## config.mk

```make
export PLATFORM = sky130hd
export DESIGN_NAME = mem_stage_lsu
export DESIGN_NICKNAME = d
export VERILOG_FILES = /design/src/rtl/riscv_lsu_pkg.sv /design/src/rtl/mem_stage_lsu_load_extend.sv /design/src/rtl/mem_stage_lsu.sv
export SDC_FILE = /design/constraint.sdc
export NUM_CORES = 1
export LEC_CHECK = 0
export ABC_AREA = 1
export CAP_MARGIN = 25
export CORE_ASPECT_RATIO = 0.7
export CORE_MARGIN = 10
export CORE_UTILIZATION = 27
export CTS_CLUSTER_SIZE = 25
export DETAILED_ROUTE_END_ITERATION = 12
export GPL_ROUTABILITY_DRIVEN = 0
export HOLD_SLACK_MARGIN = 0.08
export PLACE_DENSITY = 0.64
export SLEW_MARGIN = 15
export SYNTH_ARGS = -nofsm -noshare
export SYNTH_HDL_FRONTEND = slang
export SYNTH_SLANG_ARGS = --single-unit
```

## constraint.sdc

```tcl
create_clock -name clk -period 1.7 [get_ports clk]
set_clock_uncertainty 0.2 [all_clocks]
set_input_delay 0.34 -clock clk [delete_from_list [all_inputs] [get_ports clk]]
set_output_delay 0.34 -clock clk [all_outputs]
set_load 0.02 [all_outputs]
```

## src/rtl/riscv_lsu_pkg.sv

```systemverilog
// ============================================================================
// Module      : riscv_lsu_pkg
// Description : Shared definitions for the MEM-stage load/store unit.
//               Holds the funct3 access-size codes, the LSU FSM state type,
//               the byte-enable patterns and a size-decode helper.
// Revision    : 1.0  initial release
// ============================================================================
`default_nettype none

package riscv_lsu_pkg;

    // funct3 access size/sign codes (loads and stores share B/H/W)
    localparam logic [2:0] F3_B  = 3'b000;
    localparam logic [2:0] F3_H  = 3'b001;
    localparam logic [2:0] F3_W  = 3'b010;
    localparam logic [2:0] F3_BU = 3'b100;
    localparam logic [2:0] F3_HU = 3'b101;

    // Byte-enable patterns; the byte pattern is shifted by the lane offset
    localparam logic [3:0] BE_BYTE    = 4'b0001;
    localparam logic [3:0] BE_HALF_LO = 4'b0011;
    localparam logic [3:0] BE_HALF_HI = 4'b1100;
    localparam logic [3:0] BE_WORD    = 4'b1111;

    typedef enum logic [1:0] {
        IDLE = 2'd0,
        REQ  = 2'd1,
        WAIT = 2'd2,
        DONE = 2'd3
    } lsu_state_t;

    typedef enum logic [1:0] {
        SZ_BYTE = 2'd0,
        SZ_HALF = 2'd1,
        SZ_WORD = 2'd2
    } lsu_size_t;

    // Undefined funct3 encodings fall into the word size
    function automatic lsu_size_t size_of(input logic [2:0] f3);
        case (f3)
            F3_B, F3_BU: size_of = SZ_BYTE;
            F3_H, F3_HU: size_of = SZ_HALF;
            default:     size_of = SZ_WORD;
        endcase
    endfunction

endpackage

`default_nettype wire

```

## src/rtl/mem_stage_lsu_load_extend.sv

```systemverilog
// ============================================================================
// Module      : lsu_load_extend
// Description : Combinational load-data alignment and extension. Selects the
//               byte or halfword addressed by the captured offset and sign- or
//               zero-extends it; words and undefined encodings pass through.
// Ports       : i_rdata  - raw 32-bit word from data memory
//               i_offset - byte offset of the access within the word
//               i_funct3 - access size/sign code
//               o_ext    - aligned, extended 32-bit result
// Revision    : 1.0  initial release
// ============================================================================
`default_nettype none

module lsu_load_extend
    import riscv_lsu_pkg::*;
(
    input  logic [31:0] i_rdata,
    input  logic [1:0]  i_offset,
    input  logic [2:0]  i_funct3,
    output logic [31:0] o_ext
);

    logic [7:0]  w_byte;
    logic [15:0] w_half;

    always_comb begin
        case (i_offset)
            2'd0:    w_byte = i_rdata[7:0];
            2'd1:    w_byte = i_rdata[15:8];
            2'd2:    w_byte = i_rdata[23:16];
            default: w_byte = i_rdata[31:24];
        endcase
        // Only offset[1] matters for a halfword; bit 0 is never set on a
        // legal halfword access.
        w_half = i_offset[1] ? i_rdata[31:16] : i_rdata[15:0];
    end

    always_comb begin
        case (i_funct3)
            F3_B:    o_ext = {{24{w_byte[7]}}, w_byte};
            F3_BU:   o_ext = {24'b0, w_byte};
            F3_H:    o_ext = {{16{w_half[15]}}, w_half};
            F3_HU:   o_ext = {16'b0, w_half};
            default: o_ext = i_rdata;
        endcase
    end

endmodule

`default_nettype wire

```

## src/rtl/mem_stage_lsu.sv

```systemverilog
// ============================================================================
// Module      : mem_stage_lsu
// Description : MEM-stage load/store unit of the 5-stage RISC-V pipeline.
//               Turns load/store controls and the ALU address into a
//               req/gnt/rvalid data-memory transaction, steers store bytes
//               onto lanes, extends load data and stalls the pipeline until
//               the access is complete.
// Ports       : clk, rst_n (async, active-low)
//               MemRead_M/MemWrite_M/funct3_M/addr_M/WriteData_M/RegWrite_M
//                   - EX/MEM controls and operands
//               RegWrite_MW/ReadData_M - to MEM/WB
//               stall_M     - freezes PC, IF/ID, ID/EX, EX/MEM
//               dmem_*      - data memory request/response interface
//               misaligned_M- misaligned access pulse
// Options     : MISALIGN_TRAP_EN - when defined, misaligned halfword/word
//               accesses are not issued and pulse misaligned_M instead; when
//               undefined the offset bits below the access size are ignored.
// Revision    : 1.0  initial release
// ============================================================================
`default_nettype none

module mem_stage_lsu
    import riscv_lsu_pkg::*;
#(
    parameter int ADDR_WIDTH = 32,
    parameter int DATA_WIDTH = 32
) (
    input  logic                  clk,
    input  logic                  rst_n,
    input  logic                  MemRead_M,
    input  logic                  MemWrite_M,
    input  logic [2:0]            funct3_M,
    input  logic [ADDR_WIDTH-1:0] addr_M,
    input  logic [DATA_WIDTH-1:0] WriteData_M,
    input  logic                  RegWrite_M,
    output logic                  RegWrite_MW,
    output logic [DATA_WIDTH-1:0] ReadData_M,
    output logic                  stall_M,
    output logic                  dmem_req,
    output logic                  dmem_we,
    output logic [ADDR_WIDTH-1:0] dmem_addr,
    output logic [3:0]            dmem_be,
    output logic [DATA_WIDTH-1:0] dmem_wdata,
    input  logic                  dmem_gnt,
    input  logic                  dmem_rvalid,
    input  logic [DATA_WIDTH-1:0] dmem_rdata,
    output logic                  misaligned_M
);

    lsu_state_t            r_state;
    lsu_state_t            w_next;
    logic [DATA_WIDTH-1:0] r_rdata;
    logic [1:0]            r_offset;
    logic [2:0]            r_funct3;

    logic                  w_access;
    logic                  w_is_store;
    logic                  w_misaligned;
    logic                  w_req;
    logic                  w_stall;
    logic                  w_trap;
    lsu_size_t             w_size;
    logic [1:0]            w_offset;
    logic [3:0]            w_be;
    logic [DATA_WIDTH-1:0] w_wdata;
    logic [DATA_WIDTH-1:0] w_ext;

    assign w_size     = size_of(funct3_M);
    assign w_access   = MemRead_M | MemWrite_M;
    // A simultaneous read+write request is handled as a store
    assign w_is_store = MemWrite_M;

`ifdef MISALIGN_TRAP_EN
    always_comb begin
        case (w_size)
            SZ_HALF: w_misaligned = addr_M[0];
            SZ_WORD: w_misaligned = |addr_M[1:0];
            default: w_misaligned = 1'b0;
        endcase
    end
    // Misaligned accesses never reach grant, so the raw offset is safe
    assign w_offset = addr_M[1:0];
`else
    assign w_misaligned = 1'b0;
    always_comb begin
        case (w_size)
            SZ_HALF: w_offset = {addr_M[1], 1'b0};
            SZ_WORD: w_offset = 2'b00;
            default: w_offset = addr_M[1:0];
        endcase
    end
`endif

    // Store lane steering; loads always read the full word
    always_comb begin
        w_be    = BE_WORD;
        w_wdata = WriteData_M;
        if (w_is_store) begin
            case (w_size)
                SZ_BYTE: begin
                    w_be    = BE_BYTE << w_offset;
                    w_wdata = {4{WriteData_M[7:0]}};
                end
                SZ_HALF: begin
                    w_be    = w_offset[1] ? BE_HALF_HI : BE_HALF_LO;
                    w_wdata = {2{WriteData_M[15:0]}};
                end
                default: begin
                    w_be    = BE_WORD;
                    w_wdata = WriteData_M;
                end
            endcase
        end
    end

    // Next state and handshake outputs
    always_comb begin
        w_next  = r_state;
        w_req   = 1'b0;
        w_stall = 1'b0;
        w_trap  = 1'b0;
        case (r_state)
            IDLE: begin
                if (w_access) begin
                    if (w_misaligned) begin
                        w_trap = 1'b1;
                    end else begin
                        w_req   = 1'b1;
                        w_stall = 1'b1;
                        if (dmem_gnt) begin
                            w_next = w_is_store ? DONE : WAIT;
                        end else begin
                            w_next = REQ;
                        end
                    end
                end
            end
            REQ: begin
                // EX/MEM is frozen, so address and lane data stay stable
                w_req   = 1'b1;
                w_stall = 1'b1;
                if (dmem_gnt) begin
                    w_next = w_is_store ? DONE : WAIT;
                end
            end
            WAIT: begin
                w_stall = 1'b1;
                if (dmem_rvalid) begin
                    w_next = DONE;
                end
            end
            default: begin
                // DONE: the instruction advances into MEM/WB at this edge;
                // whatever enters M next is evaluated from IDLE.
                w_next = IDLE;
            end
        endcase
    end

    always_ff @(posedge clk or negedge rst_n) begin
        if (!rst_n) begin
            r_state  <= IDLE;
            r_rdata  <= '0;
            r_offset <= '0;
            r_funct3 <= '0;
        end else begin
            r_state <= w_next;
            if (w_req && dmem_gnt) begin
                r_offset <= w_offset;
                r_funct3 <= funct3_M;
            end
            if ((r_state == WAIT) && dmem_rvalid) begin
                r_rdata <= w_ext;
            end
        end
    end

    lsu_load_extend u_load_extend (
        .i_rdata  (dmem_rdata),
        .i_offset (r_offset),
        .i_funct3 (r_funct3),
        .o_ext    (w_ext)
    );

    assign dmem_req     = w_req;
    assign dmem_we      = w_req & w_is_store;
    assign dmem_addr    = {addr_M[ADDR_WIDTH-1:2], 2'b00};
    assign dmem_be      = w_be;
    assign dmem_wdata   = w_wdata;
    assign stall_M      = w_stall;
    assign misaligned_M = w_trap;
    assign ReadData_M   = r_rdata;
    // Stalled or trapped cycles hand a bubble to MEM/WB
    assign RegWrite_MW  = RegWrite_M & ~w_stall & ~w_trap;

endmodule

`default_nettype wire
```

== Word-level counts from Yosys, hierarchy flattened ==
Cells that the tools add are included.

* Reduce and logical (&&, ||, !) cells: 11
* Muxes and demuxes: 19
* Shifts and indexed selects: 1
* Equal/unequal tests: 15
* Bitwise gates (word level): 4

{| class="wikitable"
|+ Operators by type and width
! kind !! count
|-
| 32-bit case mux with 4 select lines || 1
|-
| 32-bit case mux with 2 select lines || 1
|-
| 32-bit two-way mux || 1
|-
| 8-bit case mux with 3 select lines || 1
|-
| 16-bit two-way mux || 1
|-
| 3-bit == test (second input constant) || 4
|-
| 2-bit two-way mux || 4
|-
| 4-bit two-way mux || 2
|-
| 2-bit case mux with 2 select lines || 2
|-
| 4-bit case mux with 2 select lines || 1
|-
| 2-bit by 1-bit == test with 1-bit output (second input constant) || 3
|-
| 2-bit == test (second input constant) || 3
|-
| 3-bit by 1-bit == test with 1-bit output (second input constant) || 2
|-
| 2-bit zero test || 3
|-
| 3-bit zero test || 2
|-
| 2-bit inequality test (second input constant) || 3
|-
| 2-bit case mux with 3 select lines || 1
|-
| 2-bit OR reduction || 3
|-
| 1-bit case mux with 2 select lines || 2
|-
| 1-bit by 2-bit left shift with 4-bit output (first input constant) || 1
|-
| 3-bit AND reduction || 1
|-
| 1-bit bitwise AND || 2
|-
| 1-bit logical AND || 2
|-
| 1-bit two-way mux || 2
|-
| other kinds (2) || 2
|}

* Output and inout bits: 105
* Register bits after elaboration: 39
* Logic and storage cells: 54

== Longest topological paths before layout ==
* Word-level depth: 8
* Mapped depth: 10

== Cells and area by module ==
Synthesis repeated with hierarchy kept, for this count alone.

* Cells, all modules: 465
* Area total of the unflattened synthesis: 3445.8 sq um

{| class="wikitable"
|+ Modules (own cells, without submodules)
! module !! area each (sq um) !! cells an instance !! times used
|-
| mem_stage_lsu || 2549.9 || 273 || 1
|-
| lsu_load_extend || 895.9 || 192 || 1
|}

== Least setup slack after synthesis ==
No wires, ideal clock.

* Path type: reg2out
* Start: register r_state[0]
* End: output port RegWrite_MW
* Cell stages (with the launch flop): 6
* Required time: 1160 ps
* Slack: -194 ps
* Data arrival time: 1354 ps
* Path buffers: 0
* Cell sequence: dfrtp_1 inv_1 ha_1 inv_1 a21oi_1 nor2_1

* Longest elaborated chain between the ends: 5
* Elaborated cells on any way between the ends: 7
* Classes of those cells: eq/ne (2); mux (1); bitwise (2); reduce/logical (2)

{| class="wikitable"
|+ Ends and longest elaborated chain
! what !! RTL line !! RTL
|-
| start: declaration || mem_stage_lsu.sv:50 || <nowiki>lsu_state_t r_state;</nowiki>
|-
| start signal: assignment || mem_stage_lsu.sv:167 || <nowiki>r_state <= w_next;</nowiki>
|-
| 2-bit == test or 2-bit by 1-bit == test with 1-bit output (tied branches) || mem_stage_lsu.sv:122 || <nowiki>case (r_state)</nowiki>
|-
| 2-bit OR reduction (no line) || -- ||
|-
| 1-bit case mux with 2 select lines * || mem_stage_lsu.sv:122 ||
|-
| net stall_M || mem_stage_lsu.sv:38 || <nowiki>output logic stall_M,</nowiki>
|-
| 1-bit NOT * || mem_stage_lsu.sv:194 || <nowiki>assign RegWrite_MW = RegWrite_M & ~w_stall & ~w_trap;</nowiki>
|-
| 1-bit bitwise AND * || mem_stage_lsu.sv:194 ||
|-
| end: declaration || mem_stage_lsu.sv:36 || <nowiki>output logic RegWrite_MW,</nowiki>
|}

The timed path passes the listed nets; every way through them passes the cells marked *.

== Worst setup path after layout ==
* Start: register r_state[1]
* End: output port RegWrite_MW

* Longest elaborated chain between the ends: 5
* Elaborated cells on any way between the ends: 7
* Classes of those cells: eq/ne (2); mux (1); bitwise (2); reduce/logical (2)

{| class="wikitable"
|+ Ends and longest elaborated chain
! what !! RTL line
|-
| 2-bit == test or 2-bit by 1-bit == test with 1-bit output (tied branches) || mem_stage_lsu.sv:122
|-
| 2-bit OR reduction (no line) || --
|-
| 1-bit case mux with 2 select lines * || mem_stage_lsu.sv:122
|-
| 1-bit NOT * || mem_stage_lsu.sv:194
|-
| 1-bit bitwise AND * || mem_stage_lsu.sv:194
|}

Mark *: on every way between the ends. The rest lies on a longest branch, timed or not.

==> impl_metrics.csv <==
group,metric,value,unit
route,firstDrtPassIters,4,
clock_network,cts_max_level,2,
global_routing,grt_pass1_vias,3448,
timing,layout_setup_ws,-192,ps
timing,worst_slew_pin_slew,514,ps
synthesis,synth.distinct_cells,25,
timing,slew_headroom,0.657,
timing,setup_viol,39,
die,core.rowCount,32,
final_layout,fillCellCount,1006,
placement,hpwlAfterDp,9.66,mm
synthesis,synth-seq-cells,39,
route,drtAntennaViolNets,0,
die,coreArea,11200,sq um
pwr,ir_worst_vdd,0.688,mV
timing,fin_crit_sh,1.11,
final_layout,layout_common_cells,"nand2_1, dlygate4sd2_1, clkdlybuf4s50_1",
setup_path,cp.required,1160,ps
final_layout,multi_input_area,2050,sq um
global_routing,grt_pass1_wl,19.2,mm
pwr,p_leak,2.81,nW
final_layout,synthToLayoutAreaGrowth,85.7,%
setup_path,critPathLaunchType,"flop",
clock_network,cts_buffers,5,
synthesis,synth_area,3120,sq um
timing,hold_viol_final,0,
global_routing,grt_max_degree,40,
pwr,p_total,7.90,mW
die,die_h,110,um
final_layout,layout_commonest_cell,"nand2_1",
route,drc,0,
global_routing,grtUsageMet3,0.0350,
outcome,violations,"negative setup slack",
route,vias,3571,
timing,rsz0062_at_grt,"yes",
final_layout,antenna_cells,0,
die,dieArea,16300,sq um
final_layout,finalNonFillerCells,771,
final_layout,regArea,977,sq um
setup_path,r2r-end,"ReadData_M[20]",
clock_network,cts_buffer_depth,2,
setup_path,r2r_setup_slack,-30,ps
route,vias_per_cell,4.63,
setup_path,path_max_fanout,3,
setup_path,reg2regPathDepth,9,
min_path,min_to,"ReadData_M[1]",
global_routing,grt_util_all_layers,0.147,
pwr,power_density,1360,nW/um^2
clock_network,clk_pin_slew_worst_paths,60,ps
global_routing,met1_usage,0.186,
route,initialDrtViolationCount,187,
clock_network,cts_tree,"done",
synthesis,netlist_instances,456,
clock_network,clk_latency,280,ps
global_routing,grt-busiest-layer,"met2",
route,routed_wl,13.9,mm
min_path,min_from,"ReadData_M[1]",
job,cap_violations,0,
final_layout,final_nets,727,
outcome,status,"finished with violations",
setup_path,r2r-start,"r_state[0]",
setup_path,crit_type,"flop to output port",
timing,period_needed,1890,ps
min_path,min_path_cells,2,
route,wl_per_cell,18.1,um
die,ioPinCount,211,
timing,slew_violations,0,
setup_path,critical_path_arrival,1350,ps
die,initial_core_util,0.280,
global_routing,grt_util_met2,0.251,
placement,portBuffers,147,
synthesis,ys_seq_area_frac,0.313,
global_routing,antenna_found_initial,0,
setup_path,worst_setup_path_end_kind,"output port",
die,die_x,149,um
global_routing,grt-ovfl-total,0,
clock_network,cts_num_sinks,39,
final_layout,drive_gt1_frac,0.408,
timing,fmax,529,MHz
min_path,hold_class,"flop to flop",
synthesis,avgSynthCellArea,6.85,sq um
placement,placed_cells,739,
synthesis,synth_warnings,0,
clock_network,cts-root-buf,"clkbuf_16",
-- synth_stat cells --
library cell	instances	area [sq um]
clkbuf_1	12	45.0
inv_6	1	8.76
nand3_2	13	130
o31ai_1	1	7.51
ha_1	4	50.1
buf_6	4	45.0
nor2_1	12	45.0
a21oi_1	36	180
or2_2	16	100
buf_2	1	5.00
inv_1	57	214
nor2_4	2	22.5
o22ai_1	8	50.1
buf_4	43	323
dfrtp_1	39	976
nand4_4	2	42.5
o211ai_1	5	37.5
nand3_1	12	60.1
o21ai_1	14	70.1
nand2_1	127	477
inv_2	6	22.5
nor3_1	3	15.0
nand2_2	6	37.5
o21ai_0	31	155
conb_1	1	3.75
-- where the power goes --
part / switching [mW] / total (mW) / internal (mW)
Clock: 0.368 / 1.10 / 0.730
Combinational: 2.85 / 5.11 / 2.25
Sequential: 0.312 / 1.70 / 1.38
Total: 3.53 / 7.90 / 4.37
-- critical path, stage by stage (launching register included) --
cell and delay, ps:
dfrtp_1 390, inv_2 90, ha_4 160, o21ai_4 70, a21oi_4 190, nor2_4 40, buf_6 120
-- cells by family (layout without fill, tap and decap cells) --
logic type,count (synthesis),count (layout),share of synthesized area
other,1,3,0.00120
AOI/OAI and AO/OA,95,95,0.160
adders and majority gates,4,4,0.0160
buffers and inverters,124,283,0.212
and+or+nand+nor,193,194,0.298
DFF,39,39,0.313
-- layout make-up --
type                       count  share of cell area
clock inverter                 2             0.00604
sequential                    39               0.169
multi-input combinational    296               0.353
timing repair inverter         3             0.00604
tap                          153              0.0330
inverter                      64              0.0464
clock buffer                   6              0.0239
timing repair buffer         208               0.363
-- per-layer routing --
metal | vias to the layer above | share of wire
li1 | 1740 | -
met1 | 1685 | 0.42
met2 | 128 | 0.51
met3 | 18 | 0.062
met4 | 0 | 0.016
met5 | - | 0
-- registers in the layout (all words and copies together), names as in the netlist --
register / flops
r_state: 2
ReadData_M: 32
r_funct3: 3
r_offset: 2
-- stage by stage --
step / setup slack (ps) / TNS, ps / utilization / hold WS, ps / instance area (sq um)
finish: -192 / -3220 / 0.519 / 262 / 5800
global route: -249 / -5210 / 0.519 / 301 / 5800
CTS: -201 / -1450 / 0.464 / 277 / 5180
detailed placement: -1020 / -37480 / 0.424 / 231 / 4740
global placement: -961 / -35970 / 0.424 / 223 / 4740
floorplan: 1.80 / 0 / - / -156 / 3140
-- worst max-delay path by stage --
stage	startpoint	end	cells after the start
2_1_floorplan	r_state[0]	RegWrite_MW	5
3_3_place_gp	funct3_M[1]	dmem_wdata[27]	7
3_5_place_dp	funct3_M[1]	dmem_wdata[20]	7
4_1_cts	r_state[1]	RegWrite_MW	6
5_1_grt	r_state[1]	RegWrite_MW	6
6_report	r_state[1]	RegWrite_MW	6
-- timing repair --
| item | CTS | global route |
|---|---|---|
| gates resized for setup | 336 | 119 |
| pin swaps | 31 | 41 |
| setup buffers | 10 | 5 |
| endpoints found under the hold margin | 39 | 0 |
| hold buffers | 1 | 0 |
| cloned | 3 | 6 |
| setup endpoints to repair | 98 | 61 |
No activity file was read; power rests on OpenSTA's default activity.
